`config.mk`:
```
export PLATFORM = sky130hd
export DESIGN_NAME = rca_acc
export DESIGN_NICKNAME = d
export VERILOG_FILES = /design/src/rtl/rca_acc.sv
export SDC_FILE = /design/constraint.sdc
export NUM_CORES = 1
export LEC_CHECK = 0
export ABC_AREA = 1
export CORE_MARGIN = 8
export CORE_UTILIZATION = 30
export CTS_BUF_LIST = sky130_fd_sc_hd__clkbuf_4
export DETAILED_ROUTE_END_ITERATION = 8
export GPL_TIMING_DRIVEN = 0
export PLACE_DENSITY = 0.54
export SYNTH_ARGS = -nofsm -noshare
export SYNTH_HDL_FRONTEND = slang
export SYNTH_SLANG_ARGS = --single-unit
```
`constraint.sdc`:
```
create_clock -name clk -period 2.07 [get_ports clk]
set_clock_uncertainty 0.15 [all_clocks]
set_input_delay 0.3105 -clock clk [delete_from_list [all_inputs] [get_ports clk]]
set_output_delay 0.3105 -clock clk [all_outputs]
set_load 0.03 [all_outputs]
```
`src/rtl/rca_acc.sv`:
```
// Burst accumulator for an upstream ripple-carry adder: adds COUNT samples of {cout,sum}.
// Optional macro RCA_ACC_SAT_EN selects saturating (defined) or wrapping (undefined) overflow.
module rca_acc #(
    parameter int WIDTH = 4,
    parameter int COUNT = 4,
    parameter int ACC_W = 8
) (
    input  logic             clk,
    input  logic             rst_n,
    input  logic             start,
    input  logic             in_valid,
    input  logic [WIDTH-1:0] sum,
    input  logic             cout,
    output logic             in_ready,
    output logic [ACC_W-1:0] acc,
    output logic [7:0]       cnt,
    output logic             busy,
    output logic             done,
    output logic             ovf
);

    typedef enum logic [1:0] {
        S_IDLE = 2'd0,
        S_ACC  = 2'd1,
        S_DONE = 2'd2
    } state_t;

    state_t           state_q, state_d;
    logic [ACC_W-1:0] acc_q, acc_d;
    logic [7:0]       cnt_q, cnt_d;
    logic             ovf_q, ovf_d;

    logic [ACC_W-1:0] sample;
    logic [ACC_W:0]   add_full;
    logic [ACC_W-1:0] add_res;
    logic [7:0]       cnt_inc;

    assign sample   = ACC_W'({cout, sum});
    assign add_full = {1'b0, acc_q} + {1'b0, sample};
    assign cnt_inc  = cnt_q + 8'd1;

    // Bit ACC_W of the widened sum is the overflow indication for this add.
`ifdef RCA_ACC_SAT_EN
    assign add_res = add_full[ACC_W] ? {ACC_W{1'b1}} : add_full[ACC_W-1:0];
`else
    assign add_res = add_full[ACC_W-1:0];
`endif

    always_comb begin
        state_d = state_q;
        acc_d   = acc_q;
        cnt_d   = cnt_q;
        ovf_d   = ovf_q;
        unique case (state_q)
            S_IDLE: begin
                if (start) begin
                    state_d = S_ACC;
                    acc_d   = '0;
                    cnt_d   = '0;
                    ovf_d   = 1'b0;
                end
            end
            S_ACC: begin
                if (in_valid) begin
                    acc_d = add_res;
                    cnt_d = cnt_inc;
                    ovf_d = ovf_q | add_full[ACC_W];
                    if (cnt_inc == 8'(COUNT)) begin
                        state_d = S_DONE;
                    end
                end
            end
            S_DONE: begin
                state_d = S_IDLE;
            end
            default: begin
                state_d = S_IDLE;
            end
        endcase
    end

    always_ff @(posedge clk or negedge rst_n) begin
        if (!rst_n) begin
            state_q <= S_IDLE;
            acc_q   <= '0;
            cnt_q   <= '0;
            ovf_q   <= 1'b0;
        end else begin
            state_q <= state_d;
            acc_q   <= acc_d;
            cnt_q   <= cnt_d;
            ovf_q   <= ovf_d;
        end
    end

    assign in_ready = (state_q == S_ACC);
    assign busy     = (state_q == S_ACC) || (state_q == S_DONE);
    assign done     = (state_q == S_DONE);
    assign acc      = acc_q;
    assign cnt      = cnt_q;
    assign ovf      = ovf_q;

endmodule
```
==> impl_metrics.yaml <==
run_status:
  status: "complete, no violations"
timing:
  worst_pin_slew_ns: 0.893
  clock.fmax_ghz: 0.506
  finalHoldViolCount: 0
  period_minus_slack_ns: 1.98
  rsz0062_at_grt: "no"
  slew_viol_final: 0
  fin_crit_sh: 0.956
  relSlewSlack: 0.403
  fin_ws_ns: 0.0918
  setup_violations: 0
synthesis:
  synth_top_area_share: 0.395
  syn_inst: 154
  yosysTopAreaCell: "dfrtp_1"
  ys_ff_latch: 19
  synth_fp_nets: 175
  yosysSeqAreaShare: 0.395
  netlist_area_um2: 1200
  synthDistinctLibCells: 26
  syn_area_per_cell_um2: 7.82
  synth_warnings: 0
  synthTopCellsByArea: "dfrtp_1, nand2_1, ha_1, inv_1, nand3_1"
placement:
  dp_slack_ns: -0.135
  numPortBuffers: 28
  gp_congestion: 0.804
  dp.cells: 232
  dp_hpwl_um: 2230
worst_setup_path:
  cp.arrival_ns: 1.52
  r2r.worst_path.cells: 11
  r2r_start: "state_q[0]"
  r2r_slack_ns: 0.16
  cpLargestDelayFamily: "buffers and inverters"
  crit_fanout: 8
  cpPeakStageDelay_ns: 0.72
  crit_path_cell_trace: "clkdlybuf4s50_1"
  startpoint: "cnt[2]"
  critPathCaptureType: "output port"
  cp-start-kind: "flop"
  worstSetupPathType: "flop to output port"
  cp_num_cells: 1
  path_buf_inv: 1
  r2r_end: "acc[7]"
  cpMaxStageDelayCell: "clkdlybuf4s50_1"
  endpoint: "cnt[2]"
  worstPathRequired_ns: 1.61
floorplanning:
  start_util: 0.306
  die_x_um: 79.4
  die_y_um: 79.4
  dieArea_um2: 6300
  rows: 23
  pin_count: 29
  coreArea_um2: 3940
power_and_ir_drop:
  p_per_area_nw_per_um2: 1220
  p_leak_nw: 0.741
  ir_drop_mv: 0.576
  p_total_mw: 1.95
routing:
  drt_iter0_drc: 46
  ant_nets: 0
  routed_wl_um: 2950
  routedWlPerCell_um: 12.4
  vias: 1121
  via_per_inst: 4.71
  drt-pass1-iter-count: 4
  route.detailed.drc: 0
clocking:
  postCtsHoldBufs: 0
  htree_levels: 1
  root_buffer: "clkbuf_4"
  worstSkewPairLatency_ns: 0.31
  numClockSinks: 19
  clockBufferDepth: 2
  clkTransAtPathRegs_ns: 0.12
  cts_buffers: 3
  cts_tree: "yes"
layout:
  drive_gt1_frac: 0.106
  stdcell_count: 238
  fillCellCount: 391
  num_antenna_cells: 0
  final_nets: 210
  syn2layout_area_growth_pct: 33.0
grt:
  grt_pass1_vias: 1112
  grt_use_total: 0.0972
  grt_max_degree: 20
  globalRouteOverflowTotal: 0
  antenna_found_initial: 0
  grt_pass1_wl_um: 4990
min_path:
  min_path_type: "input pin to async pin"
job:
  maxCapViolations: 0
==> placed cells by master (no fill, tap or decap) <==
| master | netlist | layout |
|---|---|---|
| dlygate4sd2_1 | 0 | 3 |
| dfrtp_1 | 19 | 18 |
| clkbuf_4 | 0 | 3 |
| inv_1 | 18 | 16 |
| or2_1 | 1 | 1 |
| a21oi_1 | 7 | 7 |
| nand3_1 | 13 | 13 |
| a31oi_1 | 1 | 1 |
| o211ai_1 | 1 | 1 |
| o22ai_1 | 1 | 1 |
| dfrtp_2 | 0 | 1 |
| ha_1 | 11 | 10 |
| buf_6 | 1 | 1 |
| fa_1 | 1 | 1 |
| nor2_2 | 2 | 2 |
| clkinv_2 | 1 | 2 |
| inv_2 | 2 | 4 |
| o21bai_1 | 1 | 1 |
| nand4_1 | 3 | 3 |
| ha_4 | 0 | 1 |
| or2_2 | 1 | 1 |
| nor2_1 | 11 | 11 |
| nand2_1 | 42 | 41 |
| a22o_1 | 3 | 3 |
| o21ai_1 | 1 | 1 |
| xnor2_1 | 1 | 1 |
| buf_4 | 0 | 2 |
| o31ai_1 | 1 | 1 |
| nand2_2 | 0 | 1 |
| o21ai_0 | 9 | 9 |
| clkdlybuf4s50_1 | 0 | 25 |
| a21oi_2 | 1 | 1 |
| o21ai_2 | 1 | 1 |
==> sequential cells by signal, summed over array words and instances, names as in the netlist <==
signal   count
acc          8
cnt          8
ovf          1
state_q      2
==> logic make-up after synthesis <==
group | count (synthesis) | share of synthesized area
AOI/OAI and AO/OA | 27 | 0.136
and+or+nand+nor | 73 | 0.255
DFF | 19 | 0.395
buffers and inverters | 22 | 0.0758
adders and majority gates | 12 | 0.131
xor gates and xnor gates | 1 | 0.00727
==> layer usage <==
layer / share of wire / up-vias / global-route usage / wire length (um)
met1: 0.45 / 522 / 0.114 / 1310
li1: - / 572 / - / -
met4: 0.0051 / 0 / 0.0222 / 15
met3: 0.086 / 2 / 0.0462 / 254
met2: 0.46 / 25 / 0.157 / 1370
met5: 0 / - / 0 / 0
==> what timing repair did <==
| item | in CTS | in global routing |
|---|---|---|
| setup endpoints to repair | 6 | 15 |
| resized for setup | 4 | 5 |
| setup buffers | 0 | 2 |
==> final cells by class <==
type	instances	area (um^2)	share of cell area
multi-input cells	113	653	0.407
flip-flops and latches	19	477	0.297
repair buffers	30	292	0.182
inverters	21	80.1	0.0500
well taps	50	62.6	0.0390
clock buffers	3	22.5	0.0141
plain buffers	1	11.3	0.00703
clock inverters	1	5.00	0.00312
==> through the flow <==
step	area [um^2]	hold slack, ns	TNS, ns	utilization
2_1_floorplan	1200	-0.135	0	-
3_3_place_gp	1550	0.344	-0.221	0.393
3_5_place_dp	1550	0.355	-0.278	0.393
4_1_cts	1570	0.385	0	0.399
5_1_grt	1600	0.398	0	0.407
6_report	1600	0.342	0	0.407
==> where the power goes <==
part | leakage (nW) | total [mW] | internal [mW] | switching [mW]
clock network | 0.0177 | 0.193 | 0.0720 | 0.121
registers | 0.255 | 0.559 | 0.463 | 0.0962
logic | 0.469 | 1.20 | 0.466 | 0.735
total | 0.741 | 1.95 | 1.00 | 0.953
==> cell usage after synthesis <==
master / n
nor2_2: 2
dfrtp_1: 19
a21oi_1: 7
o21ai_2: 1
buf_6: 1
o31ai_1: 1
o21ai_1: 1
or2_2: 1
nand4_1: 3
a22o_1: 3
xnor2_1: 1
inv_1: 18
o22ai_1: 1
o21ai_0: 9
a21oi_2: 1
fa_1: 1
inv_2: 2
a31oi_1: 1
nor2_1: 11
or2_1: 1
nand3_1: 13
clkinv_2: 1
ha_1: 11
o211ai_1: 1
o21bai_1: 1
nand2_1: 42
==> worst min path at each step <==
stage / start / to / cells after the start
after CTS: rst_n / cnt[1] / 1
after detailed placement: acc[3] / acc[3] / 2
after global routing: rst_n / cnt[5] / 1
final: rst_n / cnt[1] / 1
after floorplan: rst_n / acc[0] / 0
after global placement: state_q[1] / state_q[1] / 2
(Power assumes the default switching activity.)
==> RTL edit: new RTL, config.mk and constraints unchanged <==
Reset style: synchronous (`rst_n`), changed in one clocked block.
--- a/src/rtl/rca_acc.sv
+++ b/src/rtl/rca_acc.sv
@@ -80,5 +80,5 @@
     end
 
-    always_ff @(posedge clk or negedge rst_n) begin
+    always_ff @(posedge clk) begin
         if (!rst_n) begin
             state_q <= S_IDLE;
Function: differs if rst_n is asserted again (counterexample within 4 cycles, from zero or initial values and one cycle with rst_n low); with rst_n held inactive, the same outputs for 10 cycles.
==> RTL edit against the original RTL <==
- final cell count is 5.9% higher
- area after synthesis is 4.2% lower
- synthesized cell count is 12% higher
- first-iteration DRC count is 50% higher
- sequential cell count stayed put
- power is 33% lower
- worst setup slack better by 47 ps
- cell area is 3.4% lower
- global-route usage is 0.69 points lower
- wire length is 4.4% lower
- critical endpoint is now cnt[0]
- largest cell class unchanged
==> RTL edit: results (changes against the original RTL) <==
[yosys]
synthTopCellsByArea=dfxtp_1 (33%), nand2_1 (16%), ha_1 (12%), a21oi_1 (10%), inv_1 (7.2%)
async_flop_share=0  ; -1.00
syn_avg_cell_area_um2=6.71  ; -14%
synth-compound-area-share=0.147  ; +0.0113
synth_cell_types=18  ; -31%
ys_ff_latch=19  ; unchanged
synth-xor-area-share=0  ; -0.00727
yosys.area_share.adder=0.137  ; +0.00567
netlist_top_cells_count=nand2_1 (50), a21oi_1 (23), inv_1 (22)
muxShareOfSynthArea=0  ; unchanged
synthFlopType=dfxtp_1
synth_seq_area_share=0.329  ; -0.0652
syn-num-nets=193  ; +10%

[critical_path]
r2r_end=acc[3]$_SDFFE_PN0P_
r2r_start=state_q[1]$_SDFFE_PN0P_
path_max_fanout=7  ; -1
cp-startpoint=cnt[0]$_SDFFE_PN0P_
arrival_ps=1470  ; -50 ps
path_delay_family=buffers and inverters
cp-endpoint=cnt[0]

[sta]
timing.hold.ws_ps=313  ; -29.5 ps
period_share=0.933  ; -0.0226
worst_slew_pin_slew_ps=525  ; -368 ps

[finish]
n_all_inverters=24  ; +14%
multi_input_gates=126  ; +12%
fillers=406  ; +3.8%
regArea_um2=382  ; -20%
final_core_util=0.420  ; +0.0134
buf_share=0.194  ; +0.00495
clock_area_frac=0.0178  ; +0.000596
multi_input_area_share=0.445  ; +0.0376
layout-drive-gt1-share=0.0735  ; -0.0329
fin_nets=226  ; +7.6%

[global_routing]
grt_pass1_wl_mm=4.64  ; -7.1%
use_met1=0.107  ; -0.00669
grt_usage=0.0903  ; -0.00685
grt_pass1_vias=1093  ; -1.7%
grt_max_degree=12  ; -40%
grt_use_met2=0.149  ; -0.00781
use_met3=0.0285  ; -0.0177

[routing]
route.detailed.wl_per_inst_um=11.2  ; -9.7%
drt_iter0_drc=69  ; +50%
wl_mm=2.82  ; -4.4%
via_count=1158  ; +3.3%

[clocking]
clock_latency_ps=300
path_clk_slew_ps=100  ; -20 ps
postCtsSetupBuffers=0  ; unchanged

[run_status]
status=finished, final reports clean

[hold_path]
hold_path_depth=2
hold_end=ovf$_SDFFE_PN0P_
min_path_type=flip-flop to flip-flop

[power]
peakVddDrop_uv=691  ; +20%
cellLeakagePower_nw=0.658  ; -11%

[place]
hpwl_mm=2.22  ; -0.41%
placedInstanceArea_um2=1500  ; -3.4%
pre_cts_ws_ps=-176  ; -41.5 ps
gp_congestion=0.755  ; -6.0%
numPlacedInstances=248  ; +6.9%

[floorplan]
dieWidth_um=78.0  ; -1.7%

## RTL edit: cell types whose count changed after synthesis, moves of 2 or more
cell      delta
nand2_1      +8
nand4_1      -2
nand3_1      +2
dfxtp_1     +19
nor2_2       -2
a21oi_1     +16
clkbuf_1     +2
dfrtp_1     -19
inv_1        +4
o21ai_0      -3
a22o_1       -3
## RTL edit: where the power goes
group | switching (W) | internal (W) | leakage [nW]
sequential | 0.0000415 | 0.000405 | 0.154
combinational | 0.000422 | 0.000251 | 0.487
clock | 0.000120 | 0.0000720 | 0.0177
## RTL edit: timing repair
action | CTS | global route
pin swaps | 0 | 0
gates resized for setup | 3 | 6
endpoints found under the setup margin | 12 | 15
hold endpoints to repair | 0 | 0
## RTL edit: layer usage
metal	share of wire	routed length [um]
met5	0	0
met4	0.0082	23
met3	0.047	133
met2	0.46	1300
met1	0.48	1360
